File: src/rtl/mlp_pkg.sv
// mlp_pkg: shared constants, neuron word type and
// argmax stage state encoding for the MLP datapath.
package mlp_pkg;

  localparam int MLP_DATA_W  = 16;
  localparam int MLP_NUM_OUT = 10;

  typedef logic signed [MLP_DATA_W-1:0] mlp_word_t;

  typedef enum logic [1:0] {
    IDLE    = 2'd0,
    COLLECT = 2'd1,
    HOLD    = 2'd2
  } mlp_state_t;

endpackage

File: src/rtl/mlp_signed_gt.sv
// mlp_signed_gt: signed cand > incumb, with an optional
// ReLU pre-stage on cand (macro MLP_ARGMAX_RELU_EN).
module mlp_signed_gt
  import mlp_pkg::*;
#(
  parameter int DATA_W = MLP_DATA_W
) (
  input  logic signed [DATA_W-1:0] cand,
  input  logic signed [DATA_W-1:0] incumb,
  output logic signed [DATA_W-1:0] cand_act,
  output logic                     gt
);

  // Activated candidate: the value that is compared and stored
`ifdef MLP_ARGMAX_RELU_EN
  always_comb begin
    cand_act = cand;
    if (cand[DATA_W-1]) cand_act = '0;
  end
`else
  always_comb begin
    cand_act = cand;
  end
`endif

  // Strict compare so ties keep the earlier index
  always_comb begin
    gt = (cand_act > incumb);
  end

endmodule

File: src/rtl/mlp_out_argmax.sv
// mlp_out_argmax: streaming signed argmax over one output
// vector; optional ReLU via macro MLP_ARGMAX_RELU_EN.
module mlp_out_argmax
  import mlp_pkg::*;
#(
  parameter int NUM_OUT = MLP_NUM_OUT,
  parameter int DATA_W  = MLP_DATA_W,
  parameter int IDX_W   = 4
) (
  input  logic                     clk,
  input  logic                     reset,
  input  logic                     in_valid,
  input  logic signed [DATA_W-1:0] in_data,
  input  logic                     in_last,
  output logic                     in_ready,
  output logic                     res_valid,
  input  logic                     res_ready,
  output logic [IDX_W-1:0]         max_idx,
  output logic signed [DATA_W-1:0] max_val,
  output logic                     len_err
);

  localparam logic [IDX_W:0] LAST_CNT =
    (IDX_W+1)'(NUM_OUT - 1);

  mlp_state_t               state;
  logic [IDX_W:0]           cnt;
  logic signed [DATA_W-1:0] act;
  logic                     gt;
  logic                     accept;
  logic                     last_cnt;
  logic                     end_beat;

  mlp_signed_gt #(
    .DATA_W (DATA_W)
  ) u_gt (
    .cand     (in_data),
    .incumb   (max_val),
    .cand_act (act),
    .gt       (gt)
  );

  // Beat qualification and end-of-vector detection
  always_comb begin
    accept   = in_valid && in_ready;
    last_cnt = (cnt == LAST_CNT);
    end_beat = last_cnt || in_last;
  end

  // FSM, sample counter and registered result fields
  always_ff @(posedge clk or negedge reset) begin
    if (!reset) begin
      state     <= IDLE;
      cnt       <= '0;
      in_ready  <= 1'b0;
      res_valid <= 1'b0;
      max_idx   <= '0;
      max_val   <= '0;
      len_err   <= 1'b0;
    end else begin
      unique case (state)
        IDLE, COLLECT: begin
          in_ready <= 1'b1;
          if (accept) begin
            if (state == IDLE) begin
              max_val <= act;
              max_idx <= '0;
            end else if (gt) begin
              max_val <= act;
              max_idx <= cnt[IDX_W-1:0];
            end
            cnt <= cnt + 1'b1;
            if (end_beat) begin
              state     <= HOLD;
              in_ready  <= 1'b0;
              res_valid <= 1'b1;
              len_err   <= last_cnt ^ in_last;
            end else begin
              state <= COLLECT;
            end
          end
        end
        HOLD: begin
          if (res_ready) begin
            state     <= IDLE;
            in_ready  <= 1'b1;
            res_valid <= 1'b0;
            len_err   <= 1'b0;
            cnt       <= '0;
          end
        end
        default: begin
          state     <= IDLE;
          in_ready  <= 1'b0;
          res_valid <= 1'b0;
          cnt       <= '0;
        end
      endcase
    end
  end

endmodule

File: config.mk
export PLATFORM = sky130hd
export DESIGN_NAME = mlp_out_argmax
export DESIGN_NICKNAME = d
export VERILOG_FILES = /design/src/rtl/mlp_pkg.sv /design/src/rtl/mlp_signed_gt.sv /design/src/rtl/mlp_out_argmax.sv
export SDC_FILE = /design/constraint.sdc
export NUM_CORES = 1
export LEC_CHECK = 0
export ABC_AREA = 0
export BUFFER_PORTS_ARGS = -buffer_cell sky130_fd_sc_hd__buf_4
export CAP_MARGIN = 20
export CORE_MARGIN = 10
export CORE_UTILIZATION = 49
export CTS_CLUSTER_DIAMETER = 60
export CTS_CLUSTER_SIZE = 25
export DETAILED_ROUTE_END_ITERATION = 7
export PLACE_DENSITY = 0.8
export SLEW_MARGIN = 40
export SYNTH_ARGS = -nofsm -noshare
export SYNTH_HDL_FRONTEND = slang
export SYNTH_SLANG_ARGS = --single-unit
File: constraint.sdc
create_clock -name clk -period 2.9 [get_ports clk]
set_input_delay 0.435 -clock clk [delete_from_list [all_inputs] [get_ports clk]]
set_output_delay 0.435 -clock clk [all_outputs]
set_load 0.01 [all_outputs]
# ---- Yosys cells after proc, flatten, opt, wreduce, memory -nomap -nowiden
# Cells that the tools add are included.
dict set report classes {
  mux 22
  order_cmp 1
  n_eq_ne 6
  n_reduce_logical 10
  n_bitwise 1
  add_sub_neg 1
  shift 0
  n_div 0
  n_mul 0
}
# cell count
set op_table {}
lappend op_table {{16-bit 2-to-1 mux} 2}
lappend op_table {{16-bit > comparator} 1}
lappend op_table {{5-bit 2-to-1 mux} 2}
lappend op_table {{5-bit one-hot mux with 2 select lines} 1}
lappend op_table {{1-bit 2-to-1 mux} 8}
lappend op_table {{4-bit 2-to-1 mux} 2}
lappend op_table {{2-bit 2-to-1 mux} 3}
lappend op_table {{2-bit != test (second input constant)} 3}
lappend op_table {{1-bit one-hot mux with 2 select lines} 3}
lappend op_table {{3-bit AND reduction} 2}
lappend op_table {{5-bit by 1-bit adder with 5-bit output (second input constant)} 1}
lappend op_table {{5-bit by 4-bit == test with 1-bit output (second input constant)} 1}
lappend op_table {{2-bit one-hot mux with 2 select lines} 1}
lappend op_table {{4-bit AND reduction} 1}
lappend op_table {{2-bit nonzero test} 2}
lappend op_table {{2-bit by 1-bit == test with 1-bit output (second input constant)} 1}
lappend op_table {{2-bit == test (second input constant)} 1}
lappend op_table {{2-bit zero test} 1}
lappend op_table {{2-bit AND reduction} 1}
lappend op_table {{2-bit OR reduction} 1}
lappend op_table {{1-bit logical AND} 1}
lappend op_table {{1-bit logical OR} 1}
lappend op_table {{1-bit XOR} 1}
dict set report word_totals {
  output_inout_bits 23
  reg_bits 30
  latchBits 0
  rom_bits 0
  ramBits 0
  n_memories 0
}

# ---- Logic depth before layout (Yosys ltp)
dict set report logic_depth {
  ltp_word 5
  ltp_mapped 11
  ltp_nobuf 9
}

# ---- Cells and area by module
# Synthesis repeated with hierarchy kept, for this count alone.
dict set report hier_totals {
  hier_cells 180
  hier_area_um2 1885.6
}
# module area_per_inst_um2 cells_per_inst seq_area_each_um2 n_inst
set modules_own_cells {}
lappend modules_own_cells {mlp_out_argmax 1348.8 106 750.7 1}
lappend modules_own_cells {mlp_signed_gt 536.8 74 0.0 1}

# ---- Worst setup path after synthesis
# No wires, ideal clock.
dict set report synth_path {
  kind {input port to flip-flop}
  from {input in_data[15]}
  to {register max_val[0]}
  setup_ns 0.125
  t_arrival_ns 2.596
  setup_slack_ns 0.179
  stages 10
  cell_sequence {ha_1 -> nand4_2 -> nor2_1 -> a311o_1 -> a221oi_2 -> mux2i_2 -> o21a_1 -> buf_6 -> buf_12 -> mux2_4}
}
dict set report synth_between {
  elab_chain_cells 3
}
# item line
set synth_lines {}
lappend synth_lines {{start: declaration} mlp_out_argmax.sv:13} ;# input logic signed [DATA_W-1:0] in_data,
lappend synth_lines {{16-bit > comparator} mlp_signed_gt.sv:28} ;# gt = (cand_act > incumb);
lappend synth_lines {{2-bit nonzero test (no line)} -}
lappend synth_lines {{3-bit AND reduction (no line)} -}
lappend synth_lines {{end signal: assignment} mlp_out_argmax.sv:66} ;# max_val <= act;
lappend synth_lines {{end signal: assignment} mlp_out_argmax.sv:69} ;# max_val <= act;
lappend synth_lines {{end: declaration} mlp_out_argmax.sv:19} ;# output logic signed [DATA_W-1:0] max_val,
# No other way between the ends.
# A chain may end at the register's enable or synchronous reset.

# ---- Final worst setup path
dict set report layout_path {
  from {register max_val[11]}
  to {register max_val[1]}
}
dict set report layout_between {
  elab_chain_cells 3
}
# item line
set layout_lines {}
lappend layout_lines {{16-bit > comparator} mlp_signed_gt.sv:28}
lappend layout_lines {{2-bit nonzero test (no line)} -}
lappend layout_lines {{3-bit AND reduction (no line)} -}
# No other way between the ends.

==> out/metrics.csv <==
metric;value;unit
Int Pwr;1.36;mW
Startpoint Class;register;
Sw Pwr;0.782;mW
PortBufs;43;
total die area;6400;um^2
Reg-to-Reg Start;max_val[11]$_DFFE_PN0P_;
Slew headroom;72.3;%
Clock Tree Buf Depth;2;
Post-synth EDFFs;0;
vias in the first global route;1472;
Crit Path Class;register to register;
P_leak;1.14;nW
Final ANT Viol Nets;0;
hold-fix buffers at CTS;0;
Clk pwr share;16.1;%
Syn Area/Cell;10.6;um^2
fin crit share;91.9;%
Cell Chain, Critical Path;inv_1, ha_1, a21oi_1, nor2_1, a311o_1, a221oi_2, mux2i_2, o21a_1, buf_12, mux2_2;
num ports;44;
Syn. warnings;0;
Total Routing Usage GR;12.7;%
Mapped Area;1760;um^2
Diodes inserted;0;
FFs w/ async S/R, synth;100;%
Clock Pin Slew Worst Setup and Hold Paths;0.10;ns
Achievable Freq;0.375;GHz
Slew Limit Fails;0;
Starting Density;51.6;%
clk root buf;clkbuf_4;
worst flop-to-flop path endpoint;max_val[1]$_DFFE_PN0P_;
register area share after synthesis;42.6;%
RSZ-0062 raised after global routing;false;
synthesis-stage register bit count;30;
total clock sinks;30;
Final Total Pwr;2.14;mW
drt first-iter violations;117;
filler instances;288;
layout cells sized above 1;34.4;%
die width;80.0;um
TritonRoute pass-1 iters;5;
Power Density;964;nW/um^2
routability cong.;0.817;
status;finished, final reports clean;
Syn Inst Count;166;
fin nets;255;
Detailed Route WL;3.75;mm
die height;80.0;um
Net Sw Frac;36.5;%
Main synth FF type;dfrtp_1;
H-tree lvl count;2;
Distinct cells, synth;31;
clock skew;0.00849;ns
CTS Buf Count;5;
WL/cell;14.4;um
CTS tree;yes;
CP max FO;13;
Core Footprint;3420;um^2
row count;21;
DR vias;1366;
HP Class;input pin to asynchronous set/reset pin;
DP HPWL;2.87;mm
largest net degree at the start of global routing;31;
slack of the worst reg-to-reg path;0.23;ns
part of the power in registers;35.1;%
FF-to-FF path depth;10;
Remaining Overflow, GRT;0;
Tmin final;2.67;ns
setup TNS;0;ns
first-pass GRT wire length;6.60;mm
Resize count post-CTS;0;
peak supply drop;0.598;mV
Crit path arrival time;2.88;ns
max-capacitance violation count;0;
combinational cell fraction of total power;48.7;%
final hold violation count;0;
initial antenna violation count;0;
worst slew pin tran;0.412;ns
synthesis-to-layout area growth;26.0;%
insertion delay to the later sink of the worst-skew pair;0.33;ns
Synthesized Nets;206;
Setup Buffers After CTS;0;
DR vias/cell;5.23;
Final setup viols;0;
drt drc;0;
critical path capture point type;register;
Crit path largest cell delay;0.38;ns
CP max stage cell;dfrtp_1;
WP data required;3.12;ns
-- state kept, by name, indices dropped and copies added, names as in the netlist --
name,cells
max_val,16
res_valid,1
cnt,5
max_idx,4
len_err,1
state,2
in_ready,1
-- power by group through the flow --
stage | combinational [mW] | sequential [mW] | clock, mW
global route | 1.18 | 0.784 | 0.374
CTS | 1.06 | 0.755 | 0.354
detailed placement | 1.05 | 0.759 | 0
finish | 1.04 | 0.752 | 0.345
global placement | 1.04 | 0.752 | 0
floorplan | 0.598 | 0.789 | 0
-- cells in the final DEF, fill, tap and decap left out, drive strengths merged, types with 2 or more instances in the layout --
master,netlist,final
buf,3,47
dfrtp,30,30
inv,21,21
nand2,19,19
ha,19,19
mux2,16,16
nor2,11,11
nand4,9,9
a21oi,7,7
clkbuf,2,6
o21ai,5,5
o211ai,4,4
a21o,3,3
xor2,3,3
nand3,2,2
-- synthesized netlist by cell type, types with 3 or more instances --
cell type	number	share of area, %
mux2_4	10	8.5
xor2_1	3	1.5
o21ai_0	5	1.4
ha_1	19	13
mux2_2	6	3.8
dfrtp_1	30	43
inv_1	21	4.5
a21o_1	3	1.3
nor2_1	11	2.3
o211ai_1	4	1.7
nand2_1	19	4.0
a21oi_1	7	2.0
nand4_1	8	2.8
-- worst max-delay path by stage --
stage,startpoint,endpoint,slack (ns)
detailed placement,in_data[15],max_val[15]$_DFFE_PN0P_,0.13
CTS,max_val[11]$_DFFE_PN0P_,max_val[1]$_DFFE_PN0P_,0.23
global route,max_val[15]$_DFFE_PN0P_,max_val[1]$_DFFE_PN0P_,0.13
finish,max_val[11]$_DFFE_PN0P_,max_val[1]$_DFFE_PN0P_,0.23
floorplan,in_data[15],max_val[0]$_DFFE_PN0P_,0.18
global placement,in_data[15],max_val[4]$_DFFE_PN0P_,0.19
-- area by class of cell --
cell class | count | area [um^2] | area share, %
Clock buffer | 6 | 51.3 | 2.31
Sequential cell | 30 | 751 | 33.8
Tap cell | 46 | 57.6 | 2.59
Timing Repair Buffer | 47 | 365 | 16.5
Inverter | 21 | 78.8 | 3.55
Multi-Input combinational cell | 110 | 887 | 39.9
Clock inverter | 1 | 30.0 | 1.35
-- metrics by stage --
step / hold slack (ns) / cell area (um^2) / setup slack (ns) / util (%) / instances
after CTS: 0.0208 / 2220 / 0.230 / 65.0 / 261
after global placement: 0.387 / 2140 / 0.195 / 62.6 / 254
after global routing: 0.0142 / 2220 / 0.125 / 65.0 / 261
after floorplan: 0.139 / 1760 / 0.179 / - / 166
after detailed placement: 0.387 / 2140 / 0.133 / 62.6 / 254
final: 0.0166 / 2220 / 0.234 / 65.0 / 261
-- worst max-delay path: cells and delay by family (launching register included) --
kind	cells	cell delay, ns
AO/OA/AOI/OAI	4	0.98
multiplexers	2	0.60
flip-flops	1	0.38
adder cells (fa/ha/maj)	1	0.32
buffers and inverters	2	0.22
AND/OR/NAND/NOR	1	0.06
-- cell families after synthesis --
group,count (synthesis),synth area share [%]
fa+ha+maj,19,13.5
simple gates,46,12.6
xor+xnor,3,1.49
buf+inv,26,7.10
mux,17,13.1
flops,30,42.6
compound gates,25,9.58
-- per-layer routing --
metal	routed length, um	vias up	GRT usage, %
met5	0	-	0
met3	331	10	6.64
li1	-	673	-
met2	1780	38	19.5
met4	61	0	4.93
met1	1580	645	14.5
Power figures use the tool's default switching activity.
